==> src/rtl/cache_page_controller.sv <==
// Page-based cache engine: per-slot tags with valid/dirty state, hits served from
// on-chip SRAM, whole-page flush/load to external memory over a word handshake.
module cache_page_controller #(
   parameter int ADDRESS_SIZE            = 24,
   parameter int SRAM_ADDRESS_SIZE       = 9,
   parameter int PAGE_INDEX_ADDRESS_SIZE = 3
) (
   input  logic                                            clk,
   input  logic                                            rst,
   input  logic                                            cacheEnable,
   input  logic                                            automaticPaging,
   input  logic                                            manualPageAddressSet,
   input  logic [ADDRESS_SIZE-SRAM_ADDRESS_SIZE-3:0]       manualPageAddress,
   input  logic                                            busMemoryEnable,
   input  logic                                            busMemoryWriteEnable,
   input  logic [ADDRESS_SIZE-1:0]                         busMemoryAddress,
   input  logic [3:0]                                      busMemoryByteSelect,
   input  logic [31:0]                                     busMemoryDataWrite,
   output logic [31:0]                                     busMemoryDataRead,
   output logic                                            busMemoryBusy,
   output logic                                            sram_en,
   output logic                                            sram_we,
   output logic [SRAM_ADDRESS_SIZE-1:0]                    sram_address,
   output logic [3:0]                                      sram_byteSelect,
   output logic [31:0]                                     sram_dataWrite,
   input  logic [31:0]                                     sram_dataRead,
   output logic                                            ext_request,
   output logic                                            ext_we,
   output logic [ADDRESS_SIZE-1:0]                         ext_address,
   output logic [31:0]                                     ext_dataWrite,
   input  logic [31:0]                                     ext_dataRead,
   input  logic                                            ext_ack,
   output logic                                            cacheInitialised,
   output logic                                            cacheRequestData,
   output logic                                            cacheStoreData,
   output logic                                            cacheBusy,
   output logic [(2**PAGE_INDEX_ADDRESS_SIZE)-1:0]         pageAddressSet,
   output logic [(2**PAGE_INDEX_ADDRESS_SIZE)-1:0]         pageRequestLoad,
   output logic [(2**PAGE_INDEX_ADDRESS_SIZE)-1:0]         pageRequestFlush
);

   localparam int PI  = PAGE_INDEX_ADDRESS_SIZE;
   localparam int PC  = 2**PAGE_INDEX_ADDRESS_SIZE;
   localparam int PDS = SRAM_ADDRESS_SIZE - PAGE_INDEX_ADDRESS_SIZE;
   localparam int PNS = ADDRESS_SIZE - PDS - 2;
   localparam int MPS = PNS - PI;

   // Handshakes: the bus master holds busMemoryEnable and its address/data until it
   // samples busMemoryBusy=0 at a clock edge, which completes the access (read data is
   // valid in that cycle). ext_request with its address/data is held until ext_ack is
   // sampled high, then drops on the following cycle.
   typedef enum logic [3:0] {
      S_INIT,
      S_IDLE,
      S_READ,
      S_SCAN,
      S_FLUSH_READ,
      S_FLUSH_CAPTURE,
      S_FLUSH_WAIT,
      S_LOAD_REQUEST,
      S_LOAD_WAIT
   } state_t;

   state_t             state;
   logic [PNS-1:0]     tags [PC];
   logic [PC-1:0]      valid;
   logic [PC-1:0]      dirty;
   logic [PC-1:0]      load_pending;
   logic [PC-1:0]      flush_pending;
   logic [MPS-1:0]     window;
   logic [PI-1:0]      init_slot;
   logic [PI-1:0]      xfer_slot;
   logic [PDS-1:0]     word;
   logic [PNS-1:0]     load_page;
   logic               initialised;

   logic [PDS-1:0]     bus_word;
   logic [PI-1:0]      bus_slot;
   logic [PNS-1:0]     bus_page;
   logic               hit;
   logic               cache_busy;
   logic               take_set;
   logic               serve;
   logic [PI-1:0]      scan_slot;
   logic               scan_found;

   assign bus_word   = busMemoryAddress[PDS+1:2];
   assign bus_slot   = busMemoryAddress[SRAM_ADDRESS_SIZE+1:PDS+2];
   assign bus_page   = automaticPaging ? busMemoryAddress[ADDRESS_SIZE-1:PDS+2]
                                       : {window, bus_slot};
   assign hit        = valid[bus_slot] && (tags[bus_slot] == bus_page);
   assign cache_busy = (state != S_IDLE) || (|load_pending) || (|flush_pending);
   // A manual window change takes priority over a bus access in the same cycle.
   assign take_set   = (state == S_IDLE) && manualPageAddressSet && !cache_busy;
   assign serve      = (state == S_IDLE) && busMemoryEnable && cacheEnable && !take_set;

   always_comb begin
      scan_found = 1'b0;
      scan_slot  = '0;
      for (int i = PC - 1; i >= 0; i--) begin
         if (load_pending[i]) begin
            scan_found = 1'b1;
            scan_slot  = PI'(i);
         end
      end
   end

   always_comb begin
      busMemoryBusy = 1'b0;
      case (state)
         S_IDLE:  busMemoryBusy = busMemoryEnable && cacheEnable &&
                                  (take_set || !hit || !busMemoryWriteEnable);
         S_READ:  busMemoryBusy = 1'b0;
         default: busMemoryBusy = busMemoryEnable;
      endcase
   end

   always_comb begin
      sram_en         = 1'b0;
      sram_we         = 1'b0;
      sram_address    = '0;
      sram_byteSelect = '0;
      sram_dataWrite  = '0;
      if (serve && hit) begin
         sram_en         = 1'b1;
         sram_we         = busMemoryWriteEnable;
         sram_address    = {bus_slot, bus_word};
         sram_byteSelect = busMemoryByteSelect;
         sram_dataWrite  = busMemoryDataWrite;
      end else if (state == S_FLUSH_READ) begin
         sram_en         = 1'b1;
         sram_address    = {xfer_slot, word};
         sram_byteSelect = 4'hF;
      end else if ((state == S_LOAD_WAIT) && ext_ack) begin
         sram_en         = 1'b1;
         sram_we         = 1'b1;
         sram_address    = {xfer_slot, word};
         sram_byteSelect = 4'hF;
         sram_dataWrite  = ext_dataRead;
      end
   end

   assign busMemoryDataRead = (state == S_READ) ? sram_dataRead : '1;
   assign cacheInitialised  = initialised;
   assign cacheRequestData  = (state == S_LOAD_REQUEST) || (state == S_LOAD_WAIT);
   assign cacheStoreData    = (state == S_FLUSH_READ) || (state == S_FLUSH_CAPTURE) ||
                              (state == S_FLUSH_WAIT);
   assign cacheBusy         = cache_busy;
   assign pageAddressSet    = valid;
   assign pageRequestLoad   = load_pending;
   assign pageRequestFlush  = flush_pending;

   always_ff @(posedge clk) begin
      if (rst) begin
         state         <= S_INIT;
         valid         <= '0;
         dirty         <= '0;
         load_pending  <= '0;
         flush_pending <= '0;
         window        <= '0;
         init_slot     <= '0;
         xfer_slot     <= '0;
         word          <= '0;
         load_page     <= '0;
         initialised   <= 1'b0;
         ext_request   <= 1'b0;
         ext_we        <= 1'b0;
         ext_address   <= '0;
         ext_dataWrite <= '0;
         for (int i = 0; i < PC; i++) tags[i] <= '0;
      end else begin
         case (state)
            S_INIT: begin
               valid[init_slot] <= 1'b0;
               dirty[init_slot] <= 1'b0;
               init_slot        <= init_slot + 1'b1;
               if (init_slot == PI'(PC - 1)) begin
                  state       <= S_IDLE;
                  initialised <= 1'b1;
               end
            end
            S_IDLE: begin
               if (take_set) begin
                  window        <= manualPageAddress;
                  load_pending  <= '1;
                  flush_pending <= dirty;
                  state         <= S_SCAN;
               end else if (serve) begin
                  if (hit) begin
                     if (busMemoryWriteEnable) dirty[bus_slot] <= 1'b1;
                     else                      state <= S_READ;
                  end else begin
                     load_pending[bus_slot]  <= 1'b1;
                     flush_pending[bus_slot] <= dirty[bus_slot];
                     xfer_slot               <= bus_slot;
                     load_page               <= bus_page;
                     word                    <= '0;
                     state <= dirty[bus_slot] ? S_FLUSH_READ : S_LOAD_REQUEST;
                  end
               end
            end
            S_READ: state <= S_IDLE;
            // Services pending slots lowest-first; an auto miss also returns here.
            S_SCAN: begin
               if (scan_found) begin
                  xfer_slot <= scan_slot;
                  load_page <= {window, scan_slot};
                  word      <= '0;
                  state     <= flush_pending[scan_slot] ? S_FLUSH_READ : S_LOAD_REQUEST;
               end else begin
                  state <= S_IDLE;
               end
            end
            S_FLUSH_READ: state <= S_FLUSH_CAPTURE;
            S_FLUSH_CAPTURE: begin
               ext_request   <= 1'b1;
               ext_we        <= 1'b1;
               ext_address   <= {tags[xfer_slot], word, 2'b00};
               ext_dataWrite <= sram_dataRead;
               state         <= S_FLUSH_WAIT;
            end
            S_FLUSH_WAIT: begin
               if (ext_ack) begin
                  ext_request <= 1'b0;
                  word        <= word + 1'b1;
                  if (word == '1) begin
                     dirty[xfer_slot]         <= 1'b0;
                     flush_pending[xfer_slot] <= 1'b0;
                     state                    <= S_LOAD_REQUEST;
                  end else begin
                     state <= S_FLUSH_READ;
                  end
               end
            end
            S_LOAD_REQUEST: begin
               ext_request <= 1'b1;
               ext_we      <= 1'b0;
               ext_address <= {load_page, word, 2'b00};
               state       <= S_LOAD_WAIT;
            end
            S_LOAD_WAIT: begin
               if (ext_ack) begin
                  ext_request <= 1'b0;
                  word        <= word + 1'b1;
                  if (word == '1) begin
                     tags[xfer_slot]         <= load_page;
                     valid[xfer_slot]        <= 1'b1;
                     load_pending[xfer_slot] <= 1'b0;
                     state                   <= S_SCAN;
                  end else begin
                     state <= S_LOAD_REQUEST;
                  end
               end
            end
            default: state <= S_INIT;
         endcase
      end
   end

endmodule
==> config.mk <==
export PLATFORM = sky130hd
export DESIGN_NAME = cache_page_controller
export DESIGN_NICKNAME = d
export VERILOG_FILES = /design/src/rtl/cache_page_controller.sv
export SDC_FILE = /design/constraint.sdc
export NUM_CORES = 1
export LEC_CHECK = 0
export CORE_ASPECT_RATIO = 2
export CORE_UTILIZATION = 51
export DETAILED_ROUTE_END_ITERATION = 8
export PLACE_DENSITY_LB_ADDON = 0.08
export SYNTH_ARGS = -nofsm -noshare
export SYNTH_HDL_FRONTEND = slang
export SYNTH_SLANG_ARGS = --single-unit
==> constraint.sdc <==
create_clock -name clk -period 4.8 [get_ports clk]
set_input_delay 0.96 -clock clk [delete_from_list [all_inputs] [get_ports clk]]
set_output_delay 0.96 -clock clk [all_outputs]
set_load 0.01 [all_outputs]
======== Yosys cells after proc, flatten, opt, wreduce, memory -nomap -nowiden ========
Memories as Yosys holds them, arrays and structs flattened. A register that Yosys moved wholly into a read port is not among the register bits.
Cells that the tools add are included.
storage, ports and cells
  register bits ........................... 136
  RAM bits ................................ 128
  input port bits ......................... 145
  word-level logic and storage cells ...... 223
  memories ................................ 1
cells by class
  $add $sub $neg .......................... 2
  order comparisons ....................... 7
  eq/ne operators ......................... 27
  muxes and demuxes ....................... 113
  bitwise logic cells ..................... 10
  reductions and logical operators ........ 48
memories
  name  words  bits a word  rd ports  clocked after memory_dff  wr ports  line  RTL
  tags  8      16           2         1                         8         65    logic [PNS-1:0] tags [PC];
operators with widths
  kind                                                  number
  two-way mux 8 bit                                     18
  two-way mux 32 bit                                    4
  two-way mux 16 bit                                    6
  two-way mux 3 bit                                     17
  one-hot mux 24 bit (2 select lines)                   1
  one-hot mux 8 bit (2 select lines)                    3
  AND 8 bit                                             5
  two-way mux 4 bit                                     10
  one-hot mux 4 bit (9 select lines)                    1
  one-hot mux 16 bit (2 select lines)                   1
  two-way mux 6 bit                                     5
  two-way mux 1 bit                                     28
  two-way mux 9 bit                                     3
  OR 8 bit                                              3
  one-hot mux 8 bit (3 select lines)                    1
  AND reduction 5 bit                                   4
  inequality test 2 bit (second input constant)         9
  one-hot mux 6 bit (3 select lines)                    1
  equality test 16 bit                                  1
  equality test 4 x 3 -> 1 bit (second input constant)  4
  < comparator 3 x 4 -> 1 bit (second input constant)   4
  inverter 8 bit                                        2
  OR reduction 16 bit                                   1
  OR reduction 8 bit                                    2
  29 further kinds                                      73

======== Logic depth before layout (Yosys ltp) ========
  word-level depth ........................ 13
  gate-level depth with buffers ........... 13
  gate-level depth less buffers ........... 9

======== Least setup slack after synthesis ========
Ideal clock, no wire load.
  kind .................................... input-to-output
  from .................................... in automaticPaging
  to ...................................... out sram_dataWrite[10]
  data arrival time ....................... 3.677 ns
  required time ........................... 3.840 ns
  path slack .............................. 0.163 ns
  stages .................................. 8
  path buffers ............................ 3
  cell sequence ........................... buf_2 buf_1 mux2_2 or3_1 a2111o_1 nor4_4 clkbuf_1 a22o_1
on the way
  longest elaborated chain between the ends .. 5
RTL lines
  item                  line  RTL
  start, declared       11    input logic automaticPaging,
  two-way mux 16 bit    89    assign bus_page = automaticPaging ? busMemoryAddress[ADDRESS_SIZE-1:PDS+2]
  equality test 16 bit  91    assign hit = valid[bus_slot] && (tags[bus_slot] == bus_page);
  logical AND 1 bit     91
  logical AND 1 bit     124   if (serve && hit) begin
  two-way mux 32 bit    124
  end, declared         25    output logic [31:0] sram_dataWrite,
No other way between the ends.

======== Worst setup path after layout ========
  from .................................... in busMemoryAddress[8]
  to ...................................... out sram_byteSelect[0]
on the way
  longest elaborated chain between the ends .. 5
RTL lines
  item                                                       line  RTL
  start, declared                                            16    input logic [ADDRESS_SIZE-1:0] busMemoryAddress,
  memory (8 x 16 bit) (tied with other cells)                -
  equality test 16 bit or two-way mux 1 bit (tied branches)  91
  logical AND 1 bit (*)                                      91
  logical AND 1 bit (*)                                      124
  two-way mux 4 bit (*)                                      124
  end, declared                                              24    output logic [3:0] sram_byteSelect,
Mark *: on every way between the ends. The rest lies on a longest branch, timed or not. The select of a mux whose other input is x is not followed.

==> results by stage <==
Timing:
- The number of hold violations in the final report was 0.
- The shortest clock period the worst path allows after layout is 4.73 ns.
- On the final layout, the worst clock skew is 0.0144 ns.
- The maximum clock frequency is between 200 and 250 MHz.
- The final count of pins violating max slew is 0.
- In the post-route analysis, the smallest setup slack over all paths is 0.0720 ns.
- The transition time of the tightest slew-check pin is 1.23 ns.
- The relative slew slack is 17.4%.
- Of the available clock period, the critical path in the final layout requires 98.5%.
- Setup violations remaining at the end of the flow were counted as 0.

Synthesis:
- After synthesis the netlist holds a flip-flop and latch count of ~260.
- The most instantiated flip-flop cell in the synthesis netlist is dfxtp_1.
- The number of different library cells in the post-synthesis netlist is approximately 70.
- The synthesis warning total is 0.
- The count of flip-flops with a built-in enable after synthesis is 128.
- After synthesis the cells add up to 0.0140 sq mm.
- After synthesis, the mean cell area works out to 10.4 sq um.
- The async set-reset flop share out of synthesis is 0%.
- The count of mapped cells out of synthesis is 1353.
- Summing the sequential cell areas from Yosys gives 46.6% of the chip area.

Clock tree:
- The clock net sink count is 262.
- The number of hold buffers added after CTS was 0.
- In this run the deepest clock path goes through 3 buffers.
- The clock slew at the register clock pins of the worst setup and hold paths is 0.07 ns.
- The later pin in the worst-skew pair is clocked with a latency of 0.55 ns.
- In this run the number of H-tree levels came out at 1.
- TritonCTS built the clock tree.
- The root buffer selected by CTS is clkbuf_16.
- The number of buffers inserted during clock tree synthesis is 24.

Setup path:
- The critical path runs through a total of 13 cells.
- Following the worst setup path forward leads to its endpoint at sram_byteSelect[0].
- On the critical path the largest part of the delay comes from buffers and inverters.
- On the critical path, the stage with the largest delay is an instance of mux4_2.
- In this run the critical register-to-register path is launched from state[1].
- The worst setup path is of the input pin to output pin kind.
- The worst endpoint data arrival time is 3.77 ns.
- The endpoint required time on the critical path is between 3 and 4 ns.
- The cell that appears most often on the critical path is buf_4.
- Traced cell by cell, the critical path runs through buf_6 -> buf_4 -> mux4_2 -> mux2i_1 -> xnor2_1 -> nand2_1 -> a2111o_1 -> nor4_4 -> buf_4 -> bufbuf_16 -> buf_12 -> a21o_1 -> buf_2.
- The start point of the critical path is busMemoryAddress[8].
- In this design, the stage delay of the slowest critical-path cell is 0.53 ns.
- The depth of the worst register-to-register path is 9.
- The setup check on the worst reg-to-reg path leaves a slack of 1.10 ns.
- The worst setup path is captured at an output pin.
- The worst setup path is launched from an input pin.
- The maximum net fanout on the critical path is 10.
- The sum of buffers and inverters on the critical path is 6.

Detailed routing:
- The remaining antenna violation count is 0.
- After detailed routing, the total wire length is 53300 um.
- In the final routed layout, each cell accounts on average for 26.1 um.
- The number of DRC markers in iteration 0 is 1068.
- Detailed routing inserted a total of roughly 13000 vias.
- The first detailed-routing pass took 5 iterations.
- After detailed routing, the number of remaining DRC violations is 0.
- After detailed routing, the number of vias per cell comes to 6.19.

Placed design:
- The count of buffers added on input and output ports is 306.
- The half-perimeter wire length after detailed placement is slightly below 40000 um.
- At the end of routability-driven placement, the weighted congestion stood at 1.00.
- The post-place setup slack is -0.657 ns.
- The placed instance area is 0.0177 sq mm.

Floorplanning:
- The die span in x is 119 um.
- The die covers 0.0282 sq mm.
- From bottom edge to top edge, the die measures 236 um.
- For this configuration, the core starts out at a cell density of 51.9%.
- The core region is 0.0270 sq mm.
- just over 300 I/O pins were placed.
- The floorplan has 85 rows.

Cells and area:
- At the end of the flow, the number of nets in the layout was ~1800.
- The count of filler cells inserted in the layout is 2130.
- The total non-filler cell area in the finished layout is roughly 0.019 sq mm.
- The area growth from synthesis to layout is 34.0%.
- The proportion of layout cells with a drive suffix above 1 is 16.9%.
- Cells fill 69.5% of the core in the end.
- The leading cell type in the layout, fill and taps excluded is clkdlybuf4s50_1.
- In the layout the commonest cells are clkdlybuf4s50_1 (253), nand2_1 (146), dfxtp_1 (132), edfxtp_1 (128), and2_1 (109).

Power:
- The share of power burned in registers is 46.8%.
- The power density normalized to cell area is 308 mW/mm^2.
- Across the VDD grid, the largest voltage drop is 306 uV.
- The share of power burned in combinational logic is a little under a fifth.
- The static leakage is 6.75 nW.
- The cell internal power dissipation is approximately 4 mW.
- The net switching component of the power is 1.67 mW.
- Per report_power, the clock group accounts for about a third of the total.
- Of the total power, the share spent switching nets is 28.9%.

Worst hold path:
- The class of the tightest hold or removal check is register to register.

GRT:
- The wire length of the first global-routing pass is 76600 um.
- Entering global routing, the biggest net connects 61 pins.
- The total congestion overflow after global routing is 0.
- The number of antenna violations at the first check in global routing is 8.
- The total global routing track utilization is 37.3%.
- The number of global-route vias before repair is 12400.

Status:
- The run finished with clean final reports.

Job:
- The max-cap check violation count is 0.
repair_timing:
item / in CTS / in global routing
pin swaps: 5 / 5
gates cloned: 2 / 0
endpoints found under the setup margin: 48 / 21
resized for setup: 181 / 12
buffers inserted: 7 / 1
power by group through the flow:
stage	Sequential [mW]	Clock (mW)	Combinational [mW]
floorplan	2.59	0	0.721
global placement	2.74	0	1.06
detailed placement	2.75	0	1.07
CTS	2.70	1.98	1.09
finish	2.71	1.97	1.11
global route	2.73	2.06	1.17
through the flow:
step | setup TNS, ns | hold slack (ns) | instances | power, mW
global route | -0.0537 | 0.477 | 2044 | 5.96
floorplan | 0 | 0.442 | 1366 | 3.31
CTS | 0 | 0.456 | 2035 | 5.77
global placement | -28.03 | 0.441 | 1982 | 3.80
detailed placement | -29.36 | 0.446 | 1982 | 3.82
finish | 0 | 0.455 | 2044 | 5.79
worst min-delay path, delay by kind of cell (launching register included):
family / cells / cell delay, ns
AO/OA/AOI/OAI: 1 / 0.05
AND/OR/NAND/NOR: 1 / 0.05
flip-flops: 1 / 0.31
sequential cells by signal (all words and copies together) (netlist names), named ones only:
name and flops:
xfer_slot 2, ext_request 1, init_slot 3, ext_dataWrite 32, pageRequestFlush 8, cacheInitialised 1
dirty 8, window 13, ext_we 1, pageRequestLoad 8, tags 128, pageAddressSet 8
load_page 14, state 4, word 6, ext_address 22
Yosys cell counts (all sizes together), types with 16 or more instances:
cell | count | share of area, %
nand2 | 146 | 3.9
dfxtp | 134 | 19
edfxtp | 128 | 27
and2 | 109 | 4.9
a21oi | 89 | 3.2
clkbuf | 82 | 2.2
nor2 | 77 | 2.1
mux4 | 61 | 9.8
mux2i | 53 | 3.8
nand2b | 50 | 2.2
nor3 | 45 | 1.6
a22o | 41 | 2.6
o21ai | 33 | 1.2
buf | 31 | 1.2
nand3 | 21 | 0.75
or2 | 21 | 0.94
mux2 | 20 | 1.6
a222oi | 16 | 1.1
o211ai | 16 | 0.86
o21a | 16 | 0.86
layer usage:
layer  vias up  track usage [%]  share of wire, %
li1       5642                -                 -
met1      6111             39.0                32
met2       737             66.7                51
met3       162             7.76               9.9
met4         0             24.2               6.6
met5         -                0                 0
area by class of cell:
class / instances / area [sq um] / area share [%]
Antenna cell: 8 / 20.0 / 0.107
Clock buffer: 30 / 647 / 3.45
Clock inverter: 14 / 143 / 0.760
Inverter: 13 / 52.6 / 0.280
Multi-Input combinational cell: 978 / 7120 / 37.9
Sequential cell: 262 / 6530 / 34.8
Tap cell: 348 / 435 / 2.32
Timing Repair Buffer: 391 / 3830 / 20.4
how the worst min path moves through the flow:
stage / start / to / slack [ns] / cells after the start
floorplan: window[7] / window[7] / 0.44 / 2
global placement: ext_dataWrite[22] / ext_dataWrite[22] / 0.44 / 2
detailed placement: ext_dataWrite[4] / ext_dataWrite[4] / 0.45 / 2
CTS: ext_dataWrite[4] / ext_dataWrite[4] / 0.46 / 2
global route: ext_dataWrite[8] / ext_dataWrite[8] / 0.48 / 2
finish: ext_request / ext_request / 0.45 / 2
logic make-up after synthesis:
logic type | after synthesis | share of synthesized area, %
compound gates | 289 | 14.1
mux | 134 | 15.2
fa+ha+maj | 3 | 0.268
buf+inv | 126 | 3.75
flops | 262 | 46.6
other cells | 1 | 0.0268
xor+xnor | 12 | 0.750
simple gates | 526 | 19.3
Power figures use the tool's default switching activity.
